**config.mk**
```make
export PLATFORM = sky130hd
export DESIGN_NAME = piano_roll_sequencer
export DESIGN_NICKNAME = d
export VERILOG_FILES = /design/src/rtl/piano_roll_sequencer_pkg.sv /design/src/rtl/piano_seq_tick_gen.sv /design/src/rtl/piano_roll_sequencer.sv
export SDC_FILE = /design/constraint.sdc
export NUM_CORES = 1
export LEC_CHECK = 0
export CORE_ASPECT_RATIO = 0.7
export CORE_MARGIN = 3
export CORE_UTILIZATION = 45
export DETAILED_ROUTE_END_ITERATION = 10
export PLACE_DENSITY = 0.78
export SYNTH_ARGS = -nofsm -noshare
export SYNTH_HDL_FRONTEND = slang
export SYNTH_SLANG_ARGS = --single-unit
export TNS_END_PERCENT = 1
```
**constraint.sdc**
```tcl
create_clock -name clk -period 2 [get_ports clk]
set_input_delay 0.5 -clock clk [delete_from_list [all_inputs] [get_ports clk]]
set_output_delay 0.5 -clock clk [all_outputs]
set_load 0.02 [all_outputs]
```
**src/rtl/piano_roll_sequencer_pkg.sv**
```systemverilog
// rtl/piano_roll_sequencer_pkg.sv - sequencer state encoding and note-word field layout
package piano_roll_sequencer_pkg;

  typedef enum logic [1:0] {
    IDLE   = 2'd0,
    FETCH  = 2'd1,
    DECODE = 2'd2,
    PLAY   = 2'd3
  } seq_state_t;

  localparam int REST_NOTE = 0;

  // Word layout is {end_flag, note, dur}, MSB first.
  function automatic int end_bit(input int note_w, input int dur_w);
    return note_w + dur_w;
  endfunction

  function automatic int note_lsb(input int dur_w);
    return dur_w;
  endfunction

  function automatic int dur_lsb();
    return 0;
  endfunction

endpackage

```
**src/rtl/piano_seq_tick_gen.sv**
```systemverilog
// rtl/piano_seq_tick_gen.sv - tempo divider, one tick pulse every TICK_DIV clocks
module piano_seq_tick_gen #(
  parameter int TICK_DIV = 50000
) (
  input  logic clk,
  input  logic rst,
  input  logic clr,
  output logic tick
);

  localparam int CNT_W = (TICK_DIV > 1) ? $clog2(TICK_DIV) : 1;

  logic [CNT_W-1:0] cnt_q;

  always_ff @(posedge clk) begin
    if (rst || clr) begin
      cnt_q <= '0;
      tick  <= 1'b0;
    end else if (cnt_q == CNT_W'(TICK_DIV - 1)) begin
      cnt_q <= '0;
      tick  <= 1'b1;
    end else begin
      cnt_q <= cnt_q + CNT_W'(1);
      tick  <= 1'b0;
    end
  end

endmodule

```
**src/rtl/piano_roll_sequencer.sv**
```systemverilog
// rtl/piano_roll_sequencer.sv - walks the note-event RAM and holds each note for dur tempo ticks
// Optional internal tempo divider: PIANO_SEQ_TICK_GEN_EN.
module piano_roll_sequencer
  import piano_roll_sequencer_pkg::*;
#(
  parameter  int ADDR_W   = 8,
  parameter  int NOTE_W   = 7,
  parameter  int DUR_W    = 8,
  parameter  int TICK_DIV = 50000,
  localparam int DATA_W   = 1 + NOTE_W + DUR_W
) (
  input  logic              clk,
  input  logic              rst,
  input  logic              start,
  input  logic              stop,
  input  logic              loop_en,
  input  logic              tick,
  output logic [ADDR_W-1:0] ram_addr,
  input  logic [DATA_W-1:0] ram_data,
  output logic              note_on,
  output logic [NOTE_W-1:0] note,
  output logic              busy,
  output logic              done
);

  localparam int END_BIT  = end_bit(NOTE_W, DUR_W);
  localparam int NOTE_LSB = note_lsb(DUR_W);
  localparam int DUR_LSB  = dur_lsb();

  seq_state_t        state_q, state_d;
  logic [ADDR_W-1:0] addr_d;
  logic              note_on_d, done_d;
  logic [NOTE_W-1:0] note_d;
  logic [DUR_W-1:0]  cnt_q, cnt_d;
  logic              wrap_q, wrap_d;
  logic              tick_en;

  logic              end_flag;
  logic [NOTE_W-1:0] note_field;
  logic [DUR_W-1:0]  dur_field;
  logic              at_top;

  assign end_flag   = ram_data[END_BIT];
  assign note_field = ram_data[NOTE_LSB +: NOTE_W];
  assign dur_field  = ram_data[DUR_LSB +: DUR_W];
  assign at_top     = (ram_addr == {ADDR_W{1'b1}});

`ifdef PIANO_SEQ_TICK_GEN_EN
  logic unused_tick;
  assign unused_tick = tick;

  piano_seq_tick_gen #(.TICK_DIV(TICK_DIV)) u_tick_gen (
    .clk  (clk),
    .rst  (rst),
    .clr  (state_q == IDLE),
    .tick (tick_en)
  );
`else
  logic unused_tick_div;
  assign unused_tick_div = (TICK_DIV != 0);
  assign tick_en         = tick;
`endif

  always_ff @(posedge clk) begin
    if (rst) begin
      state_q  <= IDLE;
      ram_addr <= '0;
      note_on  <= 1'b0;
      note     <= '0;
      busy     <= 1'b0;
      done     <= 1'b0;
      cnt_q    <= '0;
      wrap_q   <= 1'b0;
    end else begin
      state_q  <= state_d;
      ram_addr <= addr_d;
      note_on  <= note_on_d;
      note     <= note_d;
      busy     <= (state_d != IDLE);
      done     <= done_d;
      cnt_q    <= cnt_d;
      wrap_q   <= wrap_d;
    end
  end

  always_comb begin
    state_d   = state_q;
    addr_d    = ram_addr;
    note_on_d = note_on;
    note_d    = note;
    cnt_d     = cnt_q;
    wrap_d    = wrap_q;
    done_d    = 1'b0;

    unique case (state_q)
      IDLE: begin
        if (start) begin
          state_d = FETCH;
          addr_d  = '0;
          wrap_d  = 1'b0;
        end
      end
      FETCH: state_d = DECODE;
      DECODE: begin
        // A pending address wrap is treated as an end word; the fetched data is ignored.
        if (wrap_q || end_flag) begin
          note_on_d = 1'b0;
          wrap_d    = 1'b0;
          if (loop_en) begin
            state_d = FETCH;
            addr_d  = '0;
          end else begin
            state_d = IDLE;
            done_d  = 1'b1;
          end
        end else if (dur_field == '0) begin
          note_on_d = 1'b0;
          state_d   = FETCH;
          addr_d    = ram_addr + ADDR_W'(1);
          wrap_d    = at_top;
        end else begin
          state_d   = PLAY;
          note_d    = note_field;
          note_on_d = (note_field != NOTE_W'(REST_NOTE));
          cnt_d     = dur_field;
        end
      end
      PLAY: begin
        if (tick_en) begin
          cnt_d = cnt_q - DUR_W'(1);
          if (cnt_q == DUR_W'(1)) begin
            note_on_d = 1'b0;
            state_d   = FETCH;
            addr_d    = ram_addr + ADDR_W'(1);
            wrap_d    = at_top;
          end
        end
      end
      default: state_d = IDLE;
    endcase

    if (stop) begin
      state_d   = IDLE;
      note_on_d = 1'b0;
      addr_d    = '0;
      wrap_d    = 1'b0;
      done_d    = 1'b0;
    end
  end

endmodule

```
==> summary.txt, run 1 <==
Max-cap violations: 0
Worst EP required: 2160 ps
Final Cycle Share: 97.4%
DRT antenna net count: 0
final wirelength: 4.77 mm
number of synthesized register bits: 29
CP Capture Type: flip-flop
CTS H-tree depth: 2
DR iter-0 viols: 164
placed instance area: 0.00211 sq mm
initial antenna violation count: 0
Top Family by Delay on Critical Path: simple AND/OR/NAND/NOR gates
Hold Vio Cnt, Final: 0
total power: 1.24 mW
Hold Crit Class: reg -> reg
crit path DAT: 2110 ps
CTS Root Cell: clkbuf_8
Main synth FF type: dfxtp_1
Design Area, Final: 0.00225 sq mm
I/O pins: 40
drt wl/cell: 16.3 um
FP Rows: 17
CTS tree: built
first-pass GRT wire length: 7.94 mm
DRC Markers: 0
Min Hold Slack: 460 ps
RD Place Congestion: 0.884
n_diodes: 0
WS Path Type: in -> reg
CP Cell Sequence: clkdlybuf4s15_1 > or4_4 > o21ba_4 > buf_4 > buf_4 > o221ai_1 > a21oi_1
Cells after Synth: 188
Die X: 77.5 um
routed vias: 1776
Critical Path Start Type: input port
fin. max-slew vios: 0
Max VDD drop: 0.397 mV
number of synthesized flops with an enable pin: 0
crit-path max cell delay: 570 ps
measured slew at the worst slew-check pin: 470 ps
Sink Count: 29
placed cell count: 281
fraction of layout cells with a size suffix above 1: 17.1%
Die H: 56.1 um
Place WS: -543 ps
slowest CP cell: or4_4
Area contributors post-synth: dfxtp_1 36%, nand2_1 5.8%, a21oi_1 5.3%, o211ai_1 3.7%, a22oi_1 3.3%
clock skew: 5.31 ps
CTS Hold Bufs: 0
Clk pin slew, worst setup/hold paths: 70 ps
Syn-to-layout area delta: 39.5%
final setup margin: 51.2 ps
Async SR Flop Fraction: 0%
slew margin rel.: 68.4%
# port buffers: 39
number of global-route vias before repair: 1711
Worst-Skew Late Latency: 270 ps
syn nets: 213
Initial Utilization: 49.2%
yosys warns: 0
Mapped Avg Cell Area: 8.57 sq um
final setup violation count: 0
Placeable Area: 0.00328 sq mm
Cell Area, Synth: 0.00161 sq mm
static leakage: 0.843 nW
Clock Path Buffers: 2
drt pass-1 iters: 5
most common cell in the netlist: dfxtp_1
Detail Placement HPWL: 3.43 mm
Tot GR Track Use: 22.3%
Final TNS setup: 0 ps
Post-synth top cells: 29 x dfxtp_1, 25 x nand2_1, 17 x a21oi_1
CP Max Fanout: 10
Buf/Inv on CP: 3
distinct cell type count after synthesis: 50
full die area: 0.00434 sq mm
status: completed
Final nets: 270
cell taking the most area after synthesis: dfxtp_1
Seq/Total Area, Yosys: 36.1%
minimum clock period: 1950 ps
Final Core Density: 68.6%
largest net degree at the start of global routing: 16
share of the synthesized area in the top cell type: 36.1%
crit-path most repeated cell: buf_4
post-DR vias/cell: 6.06
Cell Count, Final, Fillers Out: 293
cell area power density: 550 mW/mm^2
fmax: 513 MHz
CTS buffer count: 5
total global routing overflow: 0
path summary, 6_finish.rpt:
path / from / to / slack [ps] / cells after the start
min: note[4] / note[4] / 460 / 2
min reg2reg: note[4] / note[4] / 460 / 2
max: ram_data[2] / cnt_q[1] / 50 / 7
max reg2reg: wrap_q / note[6] / 170 / 6
cell type report:
type / count / area (sq um)
Inverter: 11 / 41.3
Clock inverter: 2 / 10.0
Clock buffer: 6 / 72.6
Tap cell: 47 / 58.8
Fill cell: 274 / 1030
Multi-Input combinational cell: 137 / 923
Sequential cell: 29 / 581
Timing Repair Buffer: 61 / 559
cell families (layout without fill, tap and decap cells):
kind of cell | Yosys count | count (layout) | synth area share (%)
fa+ha+maj | 3 | 3 | 2.33
flops | 29 | 29 | 36.1
buf+inv | 22 | 80 | 7.69
simple gates | 68 | 68 | 23.5
mux | 1 | 1 | 0.622
compound gates | 65 | 65 | 29.8
cell usage in the layout, fill, tap and decap left out, drive strengths merged, types with 3 or more instances in the layout:
cell type / instances
clkdlybuf4s50: 30
dfxtp: 29
nand2: 25
buf: 22
a21oi: 17
inv: 11
nor2: 10
o211ai: 8
a22oi: 7
and3: 6
clkbuf: 6
o21a: 5
nand3: 5
dlygate4sd2: 5
o21ai: 4
nor4: 4
o32ai: 3
nand4: 3
o41ai: 3
a31oi: 3
ha: 3
or4: 3
nor3: 3
worst register-to-register path, stage by stage (launching register included):
cell	delay, ps
dfxtp_1	330
or4b_4	550
o21ba_4	320
buf_4	140
buf_4	150
nand2_1	80
a21oi_1	180
registers in the layout (all words and copies together) (netlist names):
signal    cells
busy          1
cnt_q         8
done          1
note          7
note_on       1
ram_addr      8
state_q       2
wrap_q        1
power by group:
part / internal, mW / leakage [nW] / switching (mW)
sequential: 0.590 / 0.235 / 0.0111
combinational: 0.0881 / 0.563 / 0.0812
clock: 0.241 / 0.0450 / 0.225
metal layers:
metal  vias to the layer above  wire [um]  global-route usage [%]
met4                         0         43                    6.35
met3                        10        418                    4.85
met5                         -          0                       0
met2                       115       2210                    35.4
li1                        815          -                       -
met1                       836       2100                    30.4
repair_timing:
item | 4_1_cts | 5_1_grt
buffers inserted | 1 | 2
pin swaps | 9 | 4
resized for setup | 14 | 4
cloned | 1 | 0
setup endpoints to repair | 27 | 13
(Power assumes the default switching activity.)
==> run 2: changes to the inputs <==
--- a/config.mk
+++ b/config.mk
@@ -5,6 +5,7 @@
 export SDC_FILE = /design/constraint.sdc
 export NUM_CORES = 1
 export LEC_CHECK = 0
+export CAP_MARGIN = 5
 export CORE_ASPECT_RATIO = 0.7
 export CORE_MARGIN = 3
 export CORE_UTILIZATION = 45
==> results of run 2 <==
No change in the layout: final DEF, timing and power equal those of run 1.
